`src/rtl/mac_sequencer.sv`:
```
// Operand FIFO + issue/accumulate sequencer wrapped around a 16x16 signed
// sequential multiplier; presents the accumulated dot product on a valid/ready port.
module mac_sequencer #(
   parameter int DEPTH = 4,
   parameter int ACC_W = 40
) (
   input  logic                    Clock,
   input  logic                    Reset,
   input  logic                    In_Valid,
   output logic                    In_Ready,
   input  logic signed [15:0]      In_A,
   input  logic signed [15:0]      In_B,
   input  logic                    In_Last,
   output logic                    Mul_Start,
   output logic signed [15:0]      Mul_Multiplicand,
   output logic signed [15:0]      Mul_Multiplier,
   input  logic signed [31:0]      Mul_Product,
   input  logic                    Mul_Done,
   output logic                    Out_Valid,
   input  logic                    Out_Ready,
   output logic signed [ACC_W-1:0] Out_Sum,
   output logic [7:0]              Out_Count
);

   localparam int AW = $clog2(DEPTH);
   localparam logic [AW:0]   FULL_LVL = (AW+1)'(DEPTH);
   localparam logic [AW:0]   USED_ONE = (AW+1)'(1);
   localparam logic [AW-1:0] PTR_ONE  = AW'(1);

   localparam logic [2:0] IDLE   = 3'd0;
   localparam logic [2:0] ISSUE  = 3'd1;
   localparam logic [2:0] WAIT   = 3'd2;
   localparam logic [2:0] ACC    = 3'd3;
   localparam logic [2:0] OUTPUT = 3'd4;

   logic [2:0]              state;
   logic [32:0]             fifo_mem [DEPTH];
   logic [AW-1:0]           wr_ptr;
   logic [AW-1:0]           rd_ptr;
   logic [AW:0]             used;
   logic                    full;
   logic                    empty;
   logic                    push;
   logic                    pop;
   logic [32:0]             head;
   logic                    last_pend;
   logic                    done_prev;
   logic signed [31:0]      product;
   logic signed [ACC_W-1:0] acc;
   logic [7:0]              count;

   // In_Ready derives only from the registered fill level, so a same-cycle pop never re-opens a full FIFO
   assign full     = (used == FULL_LVL);
   assign empty    = (used == '0);
   assign In_Ready = !full;
   assign push     = In_Valid && !full;
   assign pop      = (state == IDLE) && !empty;
   assign head     = fifo_mem[rd_ptr];

   always_ff @(posedge Clock) begin
      if (push) begin
         fifo_mem[wr_ptr] <= {In_A, In_B, In_Last};
      end
   end

   always_ff @(posedge Clock) begin
      if (Reset) begin
         wr_ptr <= '0;
         rd_ptr <= '0;
         used   <= '0;
      end else begin
         if (push) wr_ptr <= wr_ptr + PTR_ONE;
         if (pop)  rd_ptr <= rd_ptr + PTR_ONE;
         case ({push, pop})
            2'b10:   used <= used + USED_ONE;
            2'b01:   used <= used - USED_ONE;
            default: used <= used;
         endcase
      end
   end

   always_ff @(posedge Clock) begin
      if (Reset) begin
         state            <= IDLE;
         Mul_Start        <= 1'b0;
         Mul_Multiplicand <= '0;
         Mul_Multiplier   <= '0;
         last_pend        <= 1'b0;
         done_prev        <= 1'b0;
         product          <= '0;
         acc              <= '0;
         count            <= '0;
         Out_Valid        <= 1'b0;
         Out_Sum          <= '0;
         Out_Count        <= '0;
      end else begin
         Mul_Start <= 1'b0;
         done_prev <= Mul_Done;
         case (state)
            IDLE: begin
               if (!empty) begin
                  Mul_Multiplicand <= head[32:17];
                  Mul_Multiplier   <= head[16:1];
                  last_pend        <= head[0];
                  state            <= ISSUE;
               end
            end
            ISSUE: begin
               Mul_Start <= 1'b1;
               state     <= WAIT;
            end
            WAIT: begin
               if (Mul_Done && !done_prev) begin
                  product <= Mul_Product;
                  state   <= ACC;
               end
            end
            ACC: begin
               acc   <= acc + ACC_W'(product);
               count <= (count == 8'd255) ? count : count + 8'd1;
               state <= last_pend ? OUTPUT : IDLE;
            end
            OUTPUT: begin
               // Result registers load on the first OUTPUT cycle; the handshake is honoured only once Out_Valid is up
               if (Out_Valid && Out_Ready) begin
                  Out_Valid <= 1'b0;
                  acc       <= '0;
                  count     <= '0;
                  state     <= IDLE;
               end else begin
                  Out_Valid <= 1'b1;
                  Out_Sum   <= acc;
                  Out_Count <= count;
               end
            end
            default: state <= IDLE;
         endcase
      end
   end

endmodule

```
`config.mk`:
```
export PLATFORM = sky130hd
export DESIGN_NAME = mac_sequencer
export DESIGN_NICKNAME = d
export VERILOG_FILES = /design/src/rtl/mac_sequencer.sv
export SDC_FILE = /design/constraint.sdc
export NUM_CORES = 1
export LEC_CHECK = 0
export BUFFER_PORTS_ARGS = -buffer_cell sky130_fd_sc_hd__buf_4
export CORE_MARGIN = 4
export CORE_UTILIZATION = 30
export DETAILED_ROUTE_END_ITERATION = 8
export HOLD_SLACK_MARGIN = 0.05
export PLACE_DENSITY = 0.47
export SLEW_MARGIN = 20
export SYNTH_ARGS = -nofsm -noshare
export SYNTH_HDL_FRONTEND = slang
export SYNTH_SLANG_ARGS = --single-unit
export TNS_END_PERCENT = 50
```
`constraint.sdc`:
```
create_clock -name Clock -period 5.84 [get_ports Clock]
set_input_delay 1.168 -clock Clock [delete_from_list [all_inputs] [get_ports Clock]]
set_output_delay 1.168 -clock Clock [all_outputs]
set_load 0.01 [all_outputs]
```
; ---- After elaboration in Yosys (flattened, before gate mapping)
; Memories as Yosys holds them, arrays and structs flattened. A register that Yosys moved wholly into a read port is not among the register bits.
; Index checks and enable logic that the tools add are counted.
[totals]
elab_cells = 65
ff_bits = 141
input_bits = 70
ram_bits = 132
mem_count = 1
[mem_list]
columns = name, depth, word_bits, read_ports, rd_clocked_by_memory_dff, write_ports, line_no
row1 = fifo_mem, 4, 33, 1, 1, 1, 37  ; logic [32:0] fifo_mem [DEPTH];
[classes]
eq_ne = 12
muxes = 15
n_addsub = 6
n_bitwise = 2
n_reduce_logical = 17
[ops]
columns = op, count
row1 = $pmux W40 S2, 1
row2 = $add A40 B32 Y40, 1
row3 = $mux W40, 1
row4 = $mux W8, 2
row5 = $pmux W8 S2, 1
row6 = $pmux W3 S5, 1
row7 = $mux W3, 4
row8 = $add A8 B1 Y8 const B, 1
row9 = $eq A8 B8 Y1 const B, 1
row10 = $ne A2 B2 Y1 const B, 4
row11 = $reduce_and A2 Y1, 4
row12 = $eq A3 B2 Y1 const B, 2
row13 = $eq A3 B3 Y1 const B, 2
row14 = $logic_not A3 Y1, 2
row15 = $pmux W3 S2, 1
row16 = $reduce_and A3 Y1, 2
row17 = $add A2 B1 Y2 const B, 2
row18 = $logic_and A1 B1 Y1, 4
row19 = $mux W1, 4
row20 = $reduce_bool A2 Y1, 2
row21 = $add A3 B1 Y3 const B, 1
row22 = $eq A3 B1 Y1 const B, 1
row23 = $logic_not A1 Y1, 3
row24 = $sub A3 B1 Y3 const B, 1
row25 = other kinds (3), 4

; ---- Longest topological paths before layout
; Gate-level depths: netlist of the first run.
[depth]
ltp_word = 5
mapped_depth = 11
depth_no_buf = 11

; ---- Worst setup path after synthesis of the first run
; No wires, ideal clock.
[synth_timing]
path_kind = register to register
start = register state[1]
end = register used[2]
n_path_buf = 3
path_stages_with_launch = 12
setup_slack_ns = 3.081
required_ns = 5.770
t_arrival_ns = 2.689
cell_sequence = dfxtp_1 > buf_2 > or4_1 > clkbuf_1 > inv_2 > clkbuf_1 > ha_1 > inv_1 > fa_1 > xor2_1 > or3_1 > a21oi_1
[synth_between]
elab_chain_cells = 4
elab_cells_between_ends = 6
classes_between = eq/ne (2) / mux (1) / reduce/logical (3)
[synth_lines]
columns = item, line_no
row1 = "start, declared", 36  ; logic [2:0] state;
row2 = "start signal, assigned", 121  ; state <= last_pend ? OUTPUT : IDLE;
row3 = $logic_not A3 Y1 (*), 57  ; assign pop = (state == IDLE) && !empty;
row4 = $logic_and A1 B1 Y1 (*), 57
row5 = net pop, 44  ; logic pop;
row6 = $eq A2 B1 Y1 or $eq A2 B2 Y1 (tied branches), 74  ; case ({push, pop})
row7 = $pmux W3 S2 or $reduce_bool A2 Y1 (tied branches), --
row8 = "end signal, assigned", 75  ; 2'b10: used <= used + USED_ONE;
row9 = "end signal, assigned", 76  ; 2'b01: used <= used - USED_ONE;
row10 = "end signal, assigned", 77  ; default: used <= used;
row11 = "end, declared", 40  ; logic [AW:0] used;
; The timed path passes the listed nets; every way through them passes the cells marked *.
; A chain may end at the register's enable or synchronous reset.

; ---- Worst setup path after layout of the first run
[layout_timing]
start = register state[1]
end = register used[2]
[layout_between]
elab_chain_cells = 4
elab_cells_between_ends = 6
classes_between = eq/ne (2) / mux (1) / reduce/logical (3)
[layout_lines]
columns = item, line_no
row1 = $logic_not A3 Y1 (*), 57
row2 = $logic_and A1 B1 Y1 (*), 57
row3 = $eq A2 B1 Y1 or $eq A2 B2 Y1 (tied branches), 74
row4 = $pmux W3 S2 or $reduce_bool A2 Y1 (tied branches), --
; Mark *: on every way between the ends. The rest lies on a longest branch, timed or not.

==> flow_metrics.py, run 1 <==
metrics = {
    "setup_path": {
        "path_buf_inv": 2,
        "crit_type": "flop to flop",
        "path_depth": 8,
        "startpoint": "state[1]",
        "path_cells": "or4_2 -> inv_2 -> ha_1 -> inv_1 -> fa_1 -> xor2_1 -> or3_1 -> a21oi_1",
        "end_kind": "flop",
        "crit_required_ps": 6310,
        "r2r_cells": 8,
        "cp_slowest_cell": "or4_2",
        "rrSetupSlack_ps": 2220,
        "reg2reg_to": "used[2]",
        "cpPeakStageDelay_ps": 1080,
        "r2r-start": "state[1]",
        "path_max_fanout": 36,
        "crit_arrival_ps": 4090,
        "startpoint_type": "flop",
        "critPathTopFamily": "simple AND/OR/NAND/NOR gates",
        "critPathCapture": "used[2]",
    },
    "sta": {
        "fin_crit_ps": 3620,
        "fin_worst_skew_ps": 15.6,
        "setup_ws_ps": 2220,
        "fmax_ghz": 0.277,
        "rsz0062_at_grt": "false",
        "setup_tns_ps": 0,
        "slew_headroom": 0.292,
        "finalMaxSlewViolations": 0,
        "setup_viol": 0,
        "post-route-period-util": 0.619,
        "worst_slew_pin_slew_ps": 1060,
        "hold_viol": 0,
    },
    "yosys": {
        "ys_seq_area_frac": 0.573,
        "synth-seq-cells": 306,
        "syn_inst": 1235,
        "synth_top_flop_cell": "dfxtp_1",
        "yosysWarnings": 0,
        "yosysTopAreaCellShare": 0.305,
        "synthesis.area_sq_um": 13000,
        "avgSynthCellArea_sq_um": 10.5,
        "synth_edf_count": 132,
        "yosysUniqueCellTypes": 60,
        "ys_async_sr_fraction": 0,
        "synth_top_area_cell": "edfxtp_1",
        "yosys-top-cells-area": "edfxtp_1 30%, dfxtp_1 27%, nand2_1 8.3%",
        "mappedNetlistNets": 1352,
    },
    "placement": {
        "hpwl_um": 21500,
        "io_buffer_count": 152,
        "dp_slack_ps": 2190,
        "place_congestion": 0.809,
        "dpl-instance-area_sq_um": 14700,
    },
    "cts": {
        "cts_htree_levels": 2,
        "clk_pin_slew_ps": 60,
        "cts_buffers": 36,
        "ctsLongestPathBuffers": 3,
        "cts_resized": 0,
        "cts_hold_buffers": 0,
        "cts.sinks": 306,
        "post_cts_buffers": 0,
        "insertion_delay_ps": 550,
        "root_buffer": "clkbuf_16",
        "cts_tree": "built",
    },
    "global_routing": {
        "grt_overflow": 0,
        "grt_max_degree": 66,
        "grt_pass1_vias": 9500,
        "grt_antenna_before_repair": 0,
        "grtUsageTotal": 0.140,
        "grt_pass1_wl_um": 52800,
    },
    "route": {
        "vias": 9229,
        "wl_um": 33000,
        "wl_per_cell_um": 16.7,
        "drt_iter0_drc": 509,
        "drc_errors": 0,
        "ant_nets": 0,
        "dr.pass1.iters": 4,
        "viasPerCell": 4.68,
    },
    "status": {
        "outcome": "completed",
    },
    "finish": {
        "layout-drive-gt1-share": 0.196,
        "fin_util": 0.370,
        "nFillCells": 4344,
        "area_growth_pct": 22.2,
        "fin_nets": 1477,
        "stdcell_area_sq_um": 15900,
    },
    "die": {
        "num_rows": 76,
        "core_sq_um": 43000,
        "dieArea_sq_um": 46700,
        "initial_core_util": 0.302,
        "die_x_um": 216,
        "die_y_um": 216,
        "ios": 153,
    },
    "power_and_ir_drop": {
        "powerDensity_nw_per_um2": 381,
        "leakage_nw": 5.88,
        "p_total_mw": 6.05,
        "ir_drop_uv": 252,
    },
    "hold_path": {
        "hp-class": "flop to flop",
        "holdPathStages": 2,
    },
    "run": {
        "drv_cap": 0,
    },
}
==> state kept, by name, summed over array words and instances (netlist names) <==
signal,cells
count,8
acc,40
product,32
Out_Valid,1
used,3
state,3
Mul_Multiplier,16
Out_Sum,40
wr_ptr,2
Mul_Start,1
Mul_Multiplicand,16
fifo_mem,132
rd_ptr,2
last_pend,1
Out_Count,8
done_prev,1
==> routing by layer <==
metal | vias up | part of all wire | global-route usage
li1 | 4637 | - | -
met1 | 4368 | 0.45 | 0.177
met2 | 178 | 0.47 | 0.238
met3 | 46 | 0.058 | 0.0367
met4 | 0 | 0.022 | 0.0427
met5 | - | 0 | 0
==> kinds of logic after synthesis <==
logic type               after synthesis  synth area share
AO/OA/AOI/OAI                        286             0.129
AND/OR/NAND/NOR                      424             0.135
XOR/XNOR                              46            0.0310
multiplexers                          34            0.0579
adder cells (fa/ha/maj)               47            0.0464
buffers and inverters                 92            0.0272
flip-flops                           306             0.573
==> metrics by stage <==
| step | cells | hold WS, ps |
|---|---|---|
| after CTS | 1973 | 445 |
| after detailed placement | 1907 | 447 |
| after global placement | 1907 | 444 |
| after global routing | 1973 | 453 |
| final | 1974 | 450 |
| after floorplan | 1235 | 437 |
==> worst min path at each step <==
stage                   startpoint                   to
2_1_floorplan            last_pend            last_pend
3_3_place_gp   Mul_Multiplicand[0]  Mul_Multiplicand[0]
3_5_place_dp           Out_Sum[12]          Out_Sum[12]
4_1_cts                  last_pend             state[2]
5_1_grt                  last_pend             state[2]
6_report                 last_pend             state[2]
==> cells in the final DEF (no fill, tap or decap), types with 20 or more instances in the layout <==
cell type,n
inv_1,20
o21ai_0,33
dfxtp_1,172
nor2_1,64
edfxtp_1,132
mux4_2,33
ha_1,45
nand2_1,285
buf_4,158
xnor2_1,30
a21oi_1,166
clkbuf_16,36
a22oi_1,20
==> worst reg2reg max path, cell delays in order, from the launching register on <==
cell	delay (ps)
dfxtp_1	390
or4_2	1080
inv_2	740
ha_1	310
inv_1	60
fa_1	370
xor2_1	160
or3_1	300
a21oi_1	130
==> layout make-up <==
class	count	area, sq um	area share
Clock buffer	48	986	0.0621
Timing Repair Buffer	158	1190	0.0747
Clock inverter	18	205	0.0129
Multi-Input combinational cell	837	5250	0.330
Tap cell	585	732	0.0461
Antenna cell	1	2.50	0.000158
Inverter	21	78.8	0.00496
Sequential cell	306	7450	0.469
==> where the power goes <==
group | leakage, nW | internal [mW] | switching [mW]
Clock | 0.579 | 1.34 | 0.915
Sequential | 2.62 | 2.48 | 0.167
Combinational | 2.68 | 0.479 | 0.667
Total | 5.88 | 4.30 | 1.75
==> synth_stat cells, types with 3 or more instances <==
library cell / instances
a21o_1: 16
a21oi_1: 167
a22oi_1: 20
a31oi_1: 6
and2_1: 4
and3_1: 9
buf_1: 7
buf_2: 7
clkbuf_1: 57
dfxtp_1: 174
edfxtp_1: 132
ha_1: 45
inv_1: 20
mux4_2: 33
nand2_1: 286
nand2b_1: 3
nand3_1: 14
nand4_1: 11
nor2_1: 66
nor2b_1: 6
nor3_1: 9
o21a_1: 3
o21ai_0: 33
o21ai_1: 5
o21bai_1: 6
o22ai_1: 3
o31ai_1: 3
or3_1: 5
xnor2_1: 30
xor2_1: 16
No activity file was read; power rests on OpenSTA's default activity.
==> inputs of run 2 (changes only) <==
--- a/config.mk
+++ b/config.mk
@@ -10,7 +10,7 @@
 export CORE_UTILIZATION = 30
 export DETAILED_ROUTE_END_ITERATION = 8
 export HOLD_SLACK_MARGIN = 0.05
-export PLACE_DENSITY = 0.47
+export PLACE_DENSITY = 0.48
 export SLEW_MARGIN = 20
 export SYNTH_ARGS = -nofsm -noshare
 export SYNTH_HDL_FRONTEND = slang
==> constraint.sdc (replaced) <==
create_clock -name Clock -period 3.2 [get_ports Clock]
set_input_delay 0.64 -clock Clock [delete_from_list [all_inputs] [get_ports Clock]]
set_output_delay 0.64 -clock Clock [all_outputs]
set_load 0.01 [all_outputs]
==> run 2 against run 1 <==
  * Register-to-register slack worse by 2000 ps
  * Maximum frequency up 21%
  * Sequential share of layout area down 0.36 points
  * Combinational power up 92%
  * Final cell count up 0.51%
  * Wire length up 1.7%
  * Setup slack worse by 2000 ps
  * Critical path depth up 3
  * Clock skew up 6.4 ps
  * Count of clock-buffer cells in the layout up 4
  * Total power up 85%
==> flow_metrics.py, run 2 (synthesis results as in run 1) <==
metrics = {
    "global_routing": {
        "grt_max_degree": 94,
        "grt_pass1_vias": 9454,
        "grt_antenna_before_repair": 0,
        "grt_pass1_wl_um": 52700,
        "grtUsageTotal": 0.141,
        "grt_overflow": 0,
    },
    "finish": {
        "fin_nets": 1492,
        "area_growth_pct": 23.1,
        "nFillCells": 4359,
        "final-seq-area_sq_um": 7450,
        "multiInputGateArea_sq_um": 5230,
        "top_register": "fifo_mem",
        "fin_util": 0.372,
        "largest_reg_flops": 132,
        "layout-drive-gt1-share": 0.197,
        "layout_commonest_cell": "nand2_1",
        "final_cell_mix": "285 x nand2_1, 172 x dfxtp_1, 171 x buf_4",
        "top_regs": "fifo_mem: 132 flops, Out_Sum: 40 flops, acc: 40 flops",
        "diodes": 0,
    },
    "sta": {
        "setup_viol": 0,
        "fin_worst_skew_ps": 21.9,
        "finalMaxSlewViolations": 0,
        "hold_viol": 0,
        "fmax_ghz": 0.335,
        "slew_headroom": 0.319,
        "worst_slew_pin_slew_ps": 1020,
        "rsz0062_at_grt": "false",
        "post-route-period-util": 0.934,
        "fin_crit_ps": 2990,
        "setup_tns_ps": 0,
    },
    "cts": {
        "cts_resized": 0,
        "clk_pin_slew_ps": 60,
        "ctsLongestPathBuffers": 3,
        "cts_hold_buffers": 0,
        "cts_htree_levels": 2,
        "insertion_delay_ps": 530,
        "cts_tree": "built",
        "cts_buffers": 36,
        "root_buffer": "clkbuf_16",
        "post_cts_buffers": 0,
        "cts.sinks": 306,
    },
    "route": {
        "dr.pass1.iters": 4,
        "drc_errors": 0,
        "drt_iter0_drc": 392,
        "wl_per_cell_um": 16.9,
        "wl_um": 33600,
        "viasPerCell": 4.74,
        "vias": 9396,
        "ant_nets": 0,
    },
    "power_and_ir_drop": {
        "powerDensity_nw_per_um2": 700,
        "ir_drop_uv": 466,
        "leakage_nw": 5.95,
    },
    "setup_path": {
        "startpoint_type": "flop",
        "crit_required_ps": 3620,
        "critPathTopFamily": "compound AO/OA/AOI/OAI gates",
        "end_kind": "flop",
        "cpPeakStageDelay_ps": 440,
        "path_buf_inv": 0,
        "path_max_fanout": 4,
        "path_cells": "ha_1 -> fa_1 -> a211oi_2 -> o21bai_1 -> o211a_1 -> a221o_1 -> a21oi_2 -> a31oi_1 -> o221ai_2 -> xnor2_1 -> a22o_1",
        "crit_type": "flop to flop",
        "cp_slowest_cell": "fa_1",
        "crit_arrival_ps": 3410,
    },
    "die": {
        "die_y_um": 216,
        "die_x_um": 216,
        "num_rows": 76,
        "ios": 153,
        "core_sq_um": 43000,
        "initial_core_util": 0.302,
        "dieArea_sq_um": 46700,
    },
    "placement": {
        "io_buffer_count": 152,
        "hpwl_um": 21900,
        "place_congestion": 0.809,
    },
    "run": {
        "drv_cap": 0,
    },
    "status": {
        "outcome": "completed",
    },
    "hold_path": {
        "hp-class": "input port to flop",
    },
}
run 2: worst paths after layout:
path	from	endpoint	slack, ps	depth (start not counted)
setup / recovery	product[0]	acc[36]	210	11
hold / removal	In_B[9]	fifo_mem[0][10]	310	1
setup reg to reg	product[0]	acc[36]	210	11
hold reg to reg	Out_Sum[39]	Out_Sum[39]	450	2
run 2: worst register-to-register path, cell delays in order, from the launching register on:
cell and delay [ps]:
dfxtp_1 310, ha_1 230, fa_1 440, a211oi_2 210
o21bai_1 160, o211a_1 280, a221o_1 400, a21oi_2 200
a31oi_1 190, o221ai_2 190, xnor2_1 80, a22o_1 170
run 2: report_power, final:
group	internal (mW)	switching, mW	leakage (nW)
clock	2.57	1.59	0.578
combinational	0.935	1.27	2.75
sequential	4.53	0.311	2.62
total	8.03	3.17	5.95
run 2: area by class of cell:
| class | count | share of cell area |
|---|---|---|
| Clock buffer | 52 | 0.0646 |
| Clock inverter | 10 | 0.0103 |
| Inverter | 21 | 0.00492 |
| Multi-Input combinational cell | 837 | 0.326 |
| Sequential cell | 306 | 0.465 |
| Tap cell | 585 | 0.0457 |
| Timing Repair Buffer | 173 | 0.0827 |
run 2: through the flow:
step | area (sq um) | hold slack (ps) | setup WS (ps) | instances | total power, mW
6_report | 16000 | 306 | 211 | 1984 | 11.2
5_1_grt | 16000 | 274 | 22.6 | 1984 | 11.8
4_1_cts | 16000 | 267 | 176 | 1984 | 11.4
3_5_place_dp | 14800 | 449 | 188 | 1922 | 7.21
3_3_place_gp | 14800 | 445 | 250 | 1922 | 7.17
2_1_floorplan | 13000 | 437 | 441 | 1235 | 6.21
run 2: per-layer routing:
layer  GRT usage  part of all wire  vias up
met3      0.0338             0.056       59
met1       0.180              0.45     4486
met2       0.239              0.47      184
met5           0                 0        -
met4      0.0393             0.022        0
li1            -                 -     4667
